$ cat config.mk
export PLATFORM = sky130hd
export DESIGN_NAME = tap_unlock_ctrl_flat
export DESIGN_NICKNAME = d
export VERILOG_FILES = /design/src/rtl/tap_unlock_ctrl_if.sv /design/src/rtl/tap_unlock_ctrl.sv /design/src/flat_wrapper.sv
export SDC_FILE = /design/constraint.sdc
export NUM_CORES = 1
export LEC_CHECK = 0
export ABC_AREA = 1
export BUFFER_PORTS_ARGS = -buffer_cell sky130_fd_sc_hd__clkbuf_2
export CELL_PAD_IN_SITES_DETAIL_PLACEMENT = 1
export CELL_PAD_IN_SITES_GLOBAL_PLACEMENT = 2
export CORE_MARGIN = 2
export CORE_UTILIZATION = 39
export CTS_CLUSTER_SIZE = 12
export DETAILED_ROUTE_END_ITERATION = 16
export PLACE_DENSITY_LB_ADDON = 0.1
export SLEW_MARGIN = 30
export SYNTH_ARGS = -nofsm -noshare
export SYNTH_HDL_FRONTEND = slang
export SYNTH_SLANG_ARGS = --single-unit
$ cat constraint.sdc
create_clock -name tck_i -period 3.25 [get_ports tck_i]
set_clock_uncertainty 0.2 [all_clocks]
set_input_delay 0.65 -clock tck_i [delete_from_list [all_inputs] [get_ports tck_i]]
set_output_delay 0.65 -clock tck_i [all_outputs]
set_load 0.02 [all_outputs]
$ cat src/rtl/tap_unlock_ctrl_if.sv
// Key-entry and status bundle between a debug host/TAP and tap_unlock_ctrl.
// The master drives the key stream and relock request; the slave (controller) returns lock status.
interface tap_unlock_ctrl_if #(
    parameter int TRIES_W = 2
);
    logic               key_shift_i;
    logic               key_bit_i;
    logic               key_update_i;
    logic               relock_i;
    logic               lock_o;
    logic               lockout_o;
    logic               fail_o;
    logic [TRIES_W-1:0] tries_o;
    logic [2:0]         state_o;

    modport master (
        output key_shift_i, key_bit_i, key_update_i, relock_i,
        input  lock_o, lockout_o, fail_o, tries_o, state_o
    );

    modport slave (
        input  key_shift_i, key_bit_i, key_update_i, relock_i,
        output lock_o, lockout_o, fail_o, tries_o, state_o
    );
endinterface

$ cat src/rtl/tap_unlock_ctrl.sv
// Debug-TAP unlock sequencer: serial key capture, compare, failure counting and lockout.
// Define TAP_UNLOCK_STICKY_EN to make LOCKOUT terminal (exit only through rst_i).
module tap_unlock_ctrl #(
    parameter int               KEY_W       = 32,
    parameter logic [KEY_W-1:0] KEY_VALUE   = 32'hA5C3_5A3C,
    parameter int               MAX_TRIES   = 3,
    parameter int               LOCKOUT_CYC = 1024
) (
    input  logic          tck_i,
    input  logic          rst_i,
    tap_unlock_ctrl_if.slave bus
);
    localparam int TRIES_W = $clog2(MAX_TRIES + 1);
    localparam int CNT_W   = $clog2(KEY_W + 2);

    localparam logic [CNT_W-1:0]   CNT_FULL  = CNT_W'(KEY_W);
    localparam logic [CNT_W-1:0]   CNT_SAT   = CNT_W'(KEY_W + 1);
    localparam logic [TRIES_W-1:0] TRIES_MAX = TRIES_W'(MAX_TRIES);

    typedef enum logic [2:0] {
        S_LOCKED   = 3'd0,
        S_CHECK    = 3'd1,
        S_UNLOCKED = 3'd2,
        S_LOCKOUT  = 3'd3
    } state_t;

    state_t             state, state_nxt;
    logic [KEY_W-1:0]   key_sr;
    logic [CNT_W-1:0]   bitcnt;
    logic [TRIES_W-1:0] tries;
    logic               fail_q;
    logic               key_ok;
    logic               last_try;
    logic               lo_done;
    logic               lock;
    logic               lockout;

    // Bit counter parks one past the key length so over-length entries stay distinguishable.
    function automatic logic [CNT_W-1:0] sat_inc(input logic [CNT_W-1:0] v);
        return (v == CNT_SAT) ? v : v + CNT_W'(1);
    endfunction

    assign key_ok   = (key_sr == KEY_VALUE) && (bitcnt == CNT_FULL);
    assign last_try = (tries + TRIES_W'(1)) == TRIES_MAX;

`ifdef TAP_UNLOCK_STICKY_EN
    assign lo_done = 1'b0;
`else
    localparam int LO_W = $clog2(LOCKOUT_CYC + 1);
    logic [LO_W-1:0] lo_cnt;

    assign lo_done = (lo_cnt == '0);

    // Loaded with LOCKOUT_CYC-1 so LOCKOUT occupies exactly LOCKOUT_CYC cycles including zero.
    always_ff @(posedge tck_i or posedge rst_i) begin
        if (rst_i) begin
            lo_cnt <= '0;
        end else if (state == S_CHECK && !key_ok && last_try) begin
            lo_cnt <= LO_W'(LOCKOUT_CYC - 1);
        end else if (state == S_LOCKOUT && !lo_done) begin
            lo_cnt <= lo_cnt - LO_W'(1);
        end
    end
`endif

    always_ff @(posedge tck_i or posedge rst_i) begin
        if (rst_i) state <= S_LOCKED;
        else       state <= state_nxt;
    end

    always_comb begin
        state_nxt = state;
        case (state)
            S_LOCKED:   if (!bus.relock_i && bus.key_update_i) state_nxt = S_CHECK;
            S_CHECK: begin
                if (key_ok)        state_nxt = S_UNLOCKED;
                else if (last_try) state_nxt = S_LOCKOUT;
                else               state_nxt = S_LOCKED;
            end
            S_UNLOCKED: if (bus.relock_i) state_nxt = S_LOCKED;
            S_LOCKOUT:  if (lo_done) state_nxt = S_LOCKED;
            default:    state_nxt = S_LOCKED;
        endcase
    end

    always_ff @(posedge tck_i or posedge rst_i) begin
        if (rst_i) begin
            key_sr <= '0;
            bitcnt <= '0;
            tries  <= '0;
            fail_q <= 1'b0;
        end else begin
            fail_q <= (state == S_CHECK) && !key_ok;
            case (state)
                S_LOCKED: begin
                    // Relock beats update, and update beats a same-cycle shift.
                    if (bus.relock_i) begin
                        key_sr <= '0;
                        bitcnt <= '0;
                    end else if (!bus.key_update_i && bus.key_shift_i) begin
                        key_sr <= {bus.key_bit_i, key_sr[KEY_W-1:1]};
                        bitcnt <= sat_inc(bitcnt);
                    end
                end
                S_CHECK: begin
                    key_sr <= '0;
                    bitcnt <= '0;
                    tries  <= key_ok ? '0 : tries + TRIES_W'(1);
                end
                S_LOCKOUT: if (lo_done) tries <= '0;
                default: ;
            endcase
        end
    end

    always_comb begin
        lock    = 1'b1;
        lockout = 1'b0;
        case (state)
            S_UNLOCKED: lock    = 1'b0;
            S_LOCKOUT:  lockout = 1'b1;
            default: ;
        endcase
    end

    assign bus.lock_o    = lock;
    assign bus.lockout_o = lockout;
    assign bus.fail_o    = fail_q;
    assign bus.tries_o   = tries;
    assign bus.state_o   = state;
endmodule

$ cat src/flat_wrapper.sv
// flat-port wrapper written by rule: the top's interface ports become plain ports
module tap_unlock_ctrl_flat 
#(
    parameter int               KEY_W       = 32,
    parameter logic [KEY_W-1:0] KEY_VALUE   = 32'hA5C3_5A3C,
    parameter int               MAX_TRIES   = 3,
    parameter int               LOCKOUT_CYC = 1024
)
  (tck_i, rst_i, bus_key_shift_i, bus_key_bit_i, bus_key_update_i, bus_relock_i, bus_lock_o, bus_lockout_o, bus_fail_o, bus_tries_o, bus_state_o);
  tap_unlock_ctrl_if #(.TRIES_W(2)) bus_i ();
  input  logic tck_i;
  input  logic rst_i;
  input wire logic [$bits(bus_i.key_shift_i)-1:0] bus_key_shift_i;
  input wire logic [$bits(bus_i.key_bit_i)-1:0] bus_key_bit_i;
  input wire logic [$bits(bus_i.key_update_i)-1:0] bus_key_update_i;
  input wire logic [$bits(bus_i.relock_i)-1:0] bus_relock_i;
  output wire logic [$bits(bus_i.lock_o)-1:0] bus_lock_o;
  output wire logic [$bits(bus_i.lockout_o)-1:0] bus_lockout_o;
  output wire logic [$bits(bus_i.fail_o)-1:0] bus_fail_o;
  output wire logic [$bits(bus_i.tries_o)-1:0] bus_tries_o;
  output wire logic [$bits(bus_i.state_o)-1:0] bus_state_o;
  assign bus_i.key_shift_i = bus_key_shift_i;
  assign bus_i.key_bit_i = bus_key_bit_i;
  assign bus_i.key_update_i = bus_key_update_i;
  assign bus_i.relock_i = bus_relock_i;
  assign bus_lock_o = bus_i.lock_o;
  assign bus_lockout_o = bus_i.lockout_o;
  assign bus_fail_o = bus_i.fail_o;
  assign bus_tries_o = bus_i.tries_o;
  assign bus_state_o = bus_i.state_o;
  tap_unlock_ctrl #(.KEY_W(KEY_W), .KEY_VALUE(KEY_VALUE), .MAX_TRIES(MAX_TRIES), .LOCKOUT_CYC(LOCKOUT_CYC)) u_core (.tck_i(tck_i), .rst_i(rst_i), .bus(bus_i));
endmodule
==> results.yml, run 1 <==
clocking:
  numCtsBuffers: 5
  post_cts_buffers: 0
  postCtsHoldBufs: 0
  ctsRootBufferMaster: "clkbuf_8"
  cts_tree: "yes"
  clk_path_buf_depth: 2
  cts.sinks: 54
  path_clk_slew_ns: 0.10
  post_cts_resized: 0
  clock_latency_ns: 0.30
  h-tree-depth: 2
global_routing:
  track_usage_pct: 16.7
  grt_pass1_vias: 2062
  overflow: 0
  grt_antenna_before_repair: 0
  grt_max_degree: 44
  grt_pass1_wl_microns: 9960
critical_path:
  r2r_cells: 9
  critPathKind: "reg -> out"
  worstSetupEndpoint: "bus_lockout_o"
  r2r-end: "u_core.lo_cnt[2]"
  worstPathRequired_ns: 2.40
  cp-startpoint: "u_core.bus.state_o[1]"
  end_kind: "primary output"
  startpoint_type: "flip-flop"
  worstReg2RegStart: "u_core.bitcnt[0]"
  rrSetupSlack_ns: 1.18
  crit_path_top_delay_cell: "dfrtp_1"
  cp.arrival_ns: 1.25
  cp_max_fo: 6
  cpPeakStageDelay_ns: 0.45
  crit_chain: "nand2_1, inv_1, clkbuf_2"
routing:
  via_per_inst: 5.00
  wire_per_inst_microns: 13.6
  dr.first_iter.drc_count: 87
  wl_microns: 5790
  dr.pass1.iters: 4
  drc_errors: 0
  num_vias: 2128
  postRouteAntennaNets: 0
synthesis:
  ys_ff_latch: 54
  syn_nets: 346
  ys_seq_area_share_pct: 50.7
  yosys.area.top_type: "dfrtp_1"
  syn_area_sq_um: 2670
  synth_top_cell_area_share_pct: 50.7
  netlist_instances: 334
  ys.flop_type: "dfrtp_1"
  synth.area.top_cells: "dfrtp_1 (51%), nand2_1 (12%), o21ai_0 (7.3%), nand3_1 (6.8%), inv_1 (5.1%)"
  synth-edff-count: 0
  synth_area_per_cell_sq_um: 7.98
  async_flop_share_pct: 100
  synthTopCellsByCount: "nand2_1 (85), dfrtp_1 (54), o21ai_0 (39), inv_1 (36), nand3_1 (36)"
  synth_most_common_cell: "nand2_1"
  ys.warnings.count: 0
  yosysUniqueCellTypes: 26
power_and_ir_drop:
  p_per_area_nw_per_um2: 650
  peakVddDrop_uv: 237
  leakage_nw: 1.33
floorplan:
  start_util_pct: 39.7
  pin_count: 14
  dieArea_sq_um: 7510
  fp-row-count: 30
  coreArea_sq_um: 6720
  die_x_microns: 86.7
  die_h_microns: 86.7
sta:
  layout_setup_ws_ns: 1.15
  slew_headroom_pct: 64.5
  min_period_over_period_pct: 64.5
  rsz0062_at_grt: "no"
  fin_setup_tns_ns: 0
  setup_viol: 0
  final-max-slew-violation-count: 0
  fmax_ghz: 0.477
  worstMarginPinSlew_ns: 0.532
  hold_viol: 0
  post-route-min-period_ns: 2.10
final_layout:
  drive_gt1_share_pct: 10.1
  n_fill_cell: 836
  seq_area_sq_um: 1350
  multi_input_area_sq_um: 1110
  area.growth.synth_to_final_pct: 8.08
  antenna_cells: 0
  layout.nets: 357
place:
  post-place-ws_ns: 1.03
  routabilityCongestion: 0.737
  io_buffers: 12
  dp_hpwl_microns: 4200
flow_run:
  drv_cap: 0
min_path:
  min_path_type: "in -> async"
outcome:
  status: "finished clean"
area by class of cell:
type                       count  share of cell area (%)
clock buffer                   7                    3.00
sequential                    54                    46.9
tap                           80                    3.48
timing repair buffer          15                    2.87
inverter                      39                    5.17
multi-input combinational    230                    38.4
clock inverter                 1                   0.174
cell families after synthesis:
family                   after synthesis  synth area share [%]
AND/OR/NAND/NOR                      176                  29.1
XOR/XNOR                               1                 0.329
flip-flops                            54                  50.7
other                                  1                 0.141
multiplexers                           1                 0.376
buffers and inverters                 50                  7.79
AO/OA/AOI/OAI                         45                  8.78
adder cells (fa/ha/maj)                6                  2.82
critical path, delay by kind of cell, from the launching register on:
| family | cells | cell delay, ns |
|---|---|---|
| simple gates | 1 | 0.15 |
| flops | 1 | 0.45 |
| buf+inv | 2 | 0.35 |
layer usage:
layer | wire length (microns) | track usage (%)
met5 | 0 | 0
met4 | 70 | 4.55
met3 | 121 | 3.62
met2 | 2580 | 25.8
met1 | 3020 | 23.7
placed cells by master (no fill, tap or decap), types with 2 or more instances in the layout:
master    count
nand2_1      85
dfrtp_1      54
o21ai_0      39
nand3_1      36
inv_1        35
nor2_1       32
clkbuf_2     12
nand4_1       8
ha_1          6
clkbuf_8      6
nand3b_1      4
inv_2         3
nor3_1        3
or2_2         3
a21oi_1       3
buf_4         3
nor2_2        2
nand2_4       2
report_power, final:
part,total (mW),internal (mW),switching [mW]
logic,0.610,0.168,0.443
registers,0.874,0.780,0.0945
clock network,0.388,0.173,0.215
state kept, by name, summed over array words and instances, names as in the netlist:
name                flops
u_core.bitcnt           6
u_core.bus.fail_o       1
u_core.bus.state_o      2
u_core.bus.tries_o      2
u_core.key_sr          32
u_core.lo_cnt          11
worst min path at each step:
stage	startpoint	cells past startpoint	endpoint	slack (ns)
6_report	rst_i	2	u_core.key_sr[28]	0.16
5_1_grt	rst_i	2	u_core.key_sr[24]	0.19
4_1_cts	rst_i	2	u_core.key_sr[24]	0.18
3_5_place_dp	u_core.lo_cnt[0]	2	u_core.lo_cnt[0]	0.29
3_3_place_gp	u_core.key_sr[0]	2	u_core.key_sr[0]	0.27
2_1_floorplan	u_core.key_sr[0]	2	u_core.key_sr[0]	0.25
through the flow:
stage	hold WS, ns	total power [mW]	util, %	cell area, sq um	instances
2_1_floorplan	0.254	1.35	-	2670	334
3_3_place_gp	0.271	1.50	41.5	2790	418
3_5_place_dp	0.287	1.51	41.5	2790	418
4_1_cts	0.180	1.91	42.9	2880	426
5_1_grt	0.189	2.03	42.9	2880	426
6_report	0.159	1.87	42.9	2880	426
Note: power is estimated with default switching activity, not from simulation.
==> run 2, diff against run 1 <==
Settings changed: ABC_AREA 1 to 0, CORE_UTILIZATION 39 to 38.
Clock period 3.25 ns to 2.18 ns, I/O delays scaled along.
==> results.yml, run 2 <==
floorplan:
  dieArea_sq_um: 7650
  fp-row-count: 30
  coreArea_sq_um: 6760
  pin_count: 14
  die_h_microns: 87.5
  start_util_pct: 39.2
  die_x_microns: 87.5
min_path:
  min_path_type: "in -> reg"
synthesis:
  synth_area_per_cell_sq_um: 9.19
  synth_top_cell_area_share_pct: 51.0
  synth.area.top_cells: "dfrtp_1 (51%), nand2_1 (10%), o21ai_0 (7.4%), ha_1 (2.8%), o31ai_1 (2.8%)"
  yosys.area.top_type: "dfrtp_1"
  async_flop_share_pct: 100
  synthTopCellsByCount: "nand2_1 (73), dfrtp_1 (54), o21ai_0 (39), clkbuf_1 (12), nand3_1 (11)"
  ys.flop_type: "dfrtp_1"
  ys_seq_area_share_pct: 51.0
  synth-edff-count: 0
  synth_most_common_cell: "nand2_1"
  syn_area_sq_um: 2650
  syn_nets: 300
  netlist_instances: 288
  ys_ff_latch: 54
  yosysUniqueCellTypes: 47
  ys.warnings.count: 0
sta:
  hold_ws_ns: 0.148
  min_period_over_period_pct: 95.3
  final-max-slew-violation-count: 0
  setup_viol: 0
  fmax_ghz: 0.481
  hold_viol: 0
  post-route-min-period_ns: 2.08
  fin_setup_tns_ns: 0
clocking:
  cts.sinks: 54
  clock_latency_ns: 0.31
  h-tree-depth: 2
  ctsRootBufferMaster: "clkbuf_8"
  cts_tree: "yes"
  numCtsBuffers: 5
  path_clk_slew_ns: 0.10
  clk_path_buf_depth: 2
final_layout:
  reg_top3: "u_core.key_sr (32), u_core.lo_cnt (11), u_core.bitcnt (6)"
  final_common_cell: "nand2_1"
  antenna_cells: 0
  drive_gt1_share_pct: 18.1
  layout.nets: 320
  largest_reg_flops: 32
  layout_common_cells: "nand2_1 (73), dfrtp_1 (53), o21ai_0 (39), buf_4 (16), clkbuf_2 (12)"
  stdcell_count: 389
  stdcell_area_sq_um: 3060
  area.growth.synth_to_final_pct: 15.6
  top_register: "u_core.key_sr"
critical_path:
  critPathKind: "reg -> reg"
  cp.arrival_ns: 2.08
  cp_max_fo: 6
  end_kind: "flip-flop"
  worstPathRequired_ns: 2.18
  startpoint_type: "flip-flop"
routing:
  wire_per_inst_microns: 14.8
  dr.first_iter.drc_count: 45
  num_vias: 2035
  wl_microns: 5750
  drc_errors: 0
  dr.pass1.iters: 4
  via_per_inst: 5.23
  postRouteAntennaNets: 0
power_and_ir_drop:
  power.total_mw: 2.76
  p_per_area_nw_per_um2: 901
  peakVddDrop_uv: 275
  leakage_nw: 1.29
global_routing:
  grt_pass1_vias: 2056
  grt_antenna_before_repair: 0
  grt_max_degree: 72
  grt_pass1_wl_microns: 9800
  overflow: 0
  track_usage_pct: 16.2
outcome:
  status: "finished clean"
flow_run:
  drv_cap: 0
place:
  placed_cells: 378
  dp_hpwl_microns: 3850
  routabilityCongestion: 0.753
  placed_area_sq_um: 2900
  io_buffers: 12
==> run 2: changes by cell type after synthesis, moves of 5 or more <==
cell,before,now
clkbuf_1,3,12
nand2_1,85,73
nor2_1,32,5
nand4_1,8,3
inv_1,36,9
nand3_1,36,11
o31ai_1,0,10
==> run 2: area by class of cell <==
| class | count | area, sq um |
|---|---|---|
| clock buffer | 7 | 86.3 |
| tap | 80 | 100 |
| multi-input combinational | 205 | 1230 |
| clock inverter | 1 | 5.00 |
| timing repair buffer | 33 | 255 |
| sequential | 54 | 1350 |
| inverter | 9 | 33.8 |
| fill | 789 | 3700 |
==> run 2: path summary, 6_finish.rpt <==
kind	from	endpoint	slack [ns]	cells after the start
max in group asynchronous	rst_i	u_core.bus.state_o[0]	1.01	4
max	u_core.lo_cnt[8]	u_core.lo_cnt[0]	0.10	4
min in group asynchronous	rst_i	u_core.lo_cnt[7]	0.51	4
max reg2reg	u_core.lo_cnt[8]	u_core.lo_cnt[0]	0.10	4
min	bus_key_bit_i	u_core.key_sr[31]	0.15	3
min reg2reg	u_core.bitcnt[5]	u_core.bitcnt[5]	0.29	1
==> run 2: kinds of logic (layout without fill, tap and decap cells) <==
group | after synthesis | count (layout) | share of synthesized area (%)
simple gates | 130 | 130 | 24.7
mux | 1 | 1 | 0.378
buf+inv | 29 | 50 | 4.58
compound gates | 63 | 63 | 15.0
fa+ha+maj | 6 | 6 | 2.84
xor+xnor | 4 | 4 | 1.32
other cells | 1 | 1 | 0.142
flops | 54 | 54 | 51.0
==> run 2: what timing repair did <==
action                                  in CTS  in global routing
hold buffers                                 1                  0
resized for setup                            0                 12
endpoints found under the setup margin       0                 14
setup buffers                                0                  1
endpoints found under the hold margin       54                  0
==> run 2: metrics by stage <==
stage,setup WS [ns],utilization [%]
finish,0.102,45.3
detailed placement,0.0809,42.9
global route,-0.0421,45.3
floorplan,0.166,-
CTS,0.0581,44.4
global placement,0.0510,42.9
==> run 2: critical path: stages, from the launching register on <==
cell     delay (ns)
dfrtp_1        0.41
or4_1          0.69
o41ai_4        0.44
xnor2_1        0.16
nand2_1        0.06
==> run 2: metal layers <==
| layer | global-route usage [%] | vias up | share of wire [%] |
|---|---|---|---|
| met2 | 24.4 | 12 | 44 |
| li1 | - | 1037 | - |
| met1 | 23.6 | 979 | 53 |
| met3 | 2.56 | 7 | 1.7 |
| met5 | 0 | - | 0 |
| met4 | 5.45 | 0 | 1.5 |
==> run 2: power breakdown <==
group,switching [mW],internal [mW],total (mW)
Sequential,0.146,1.16,1.31
Combinational,0.512,0.354,0.865
Clock,0.330,0.257,0.587
Total,0.987,1.77,2.76
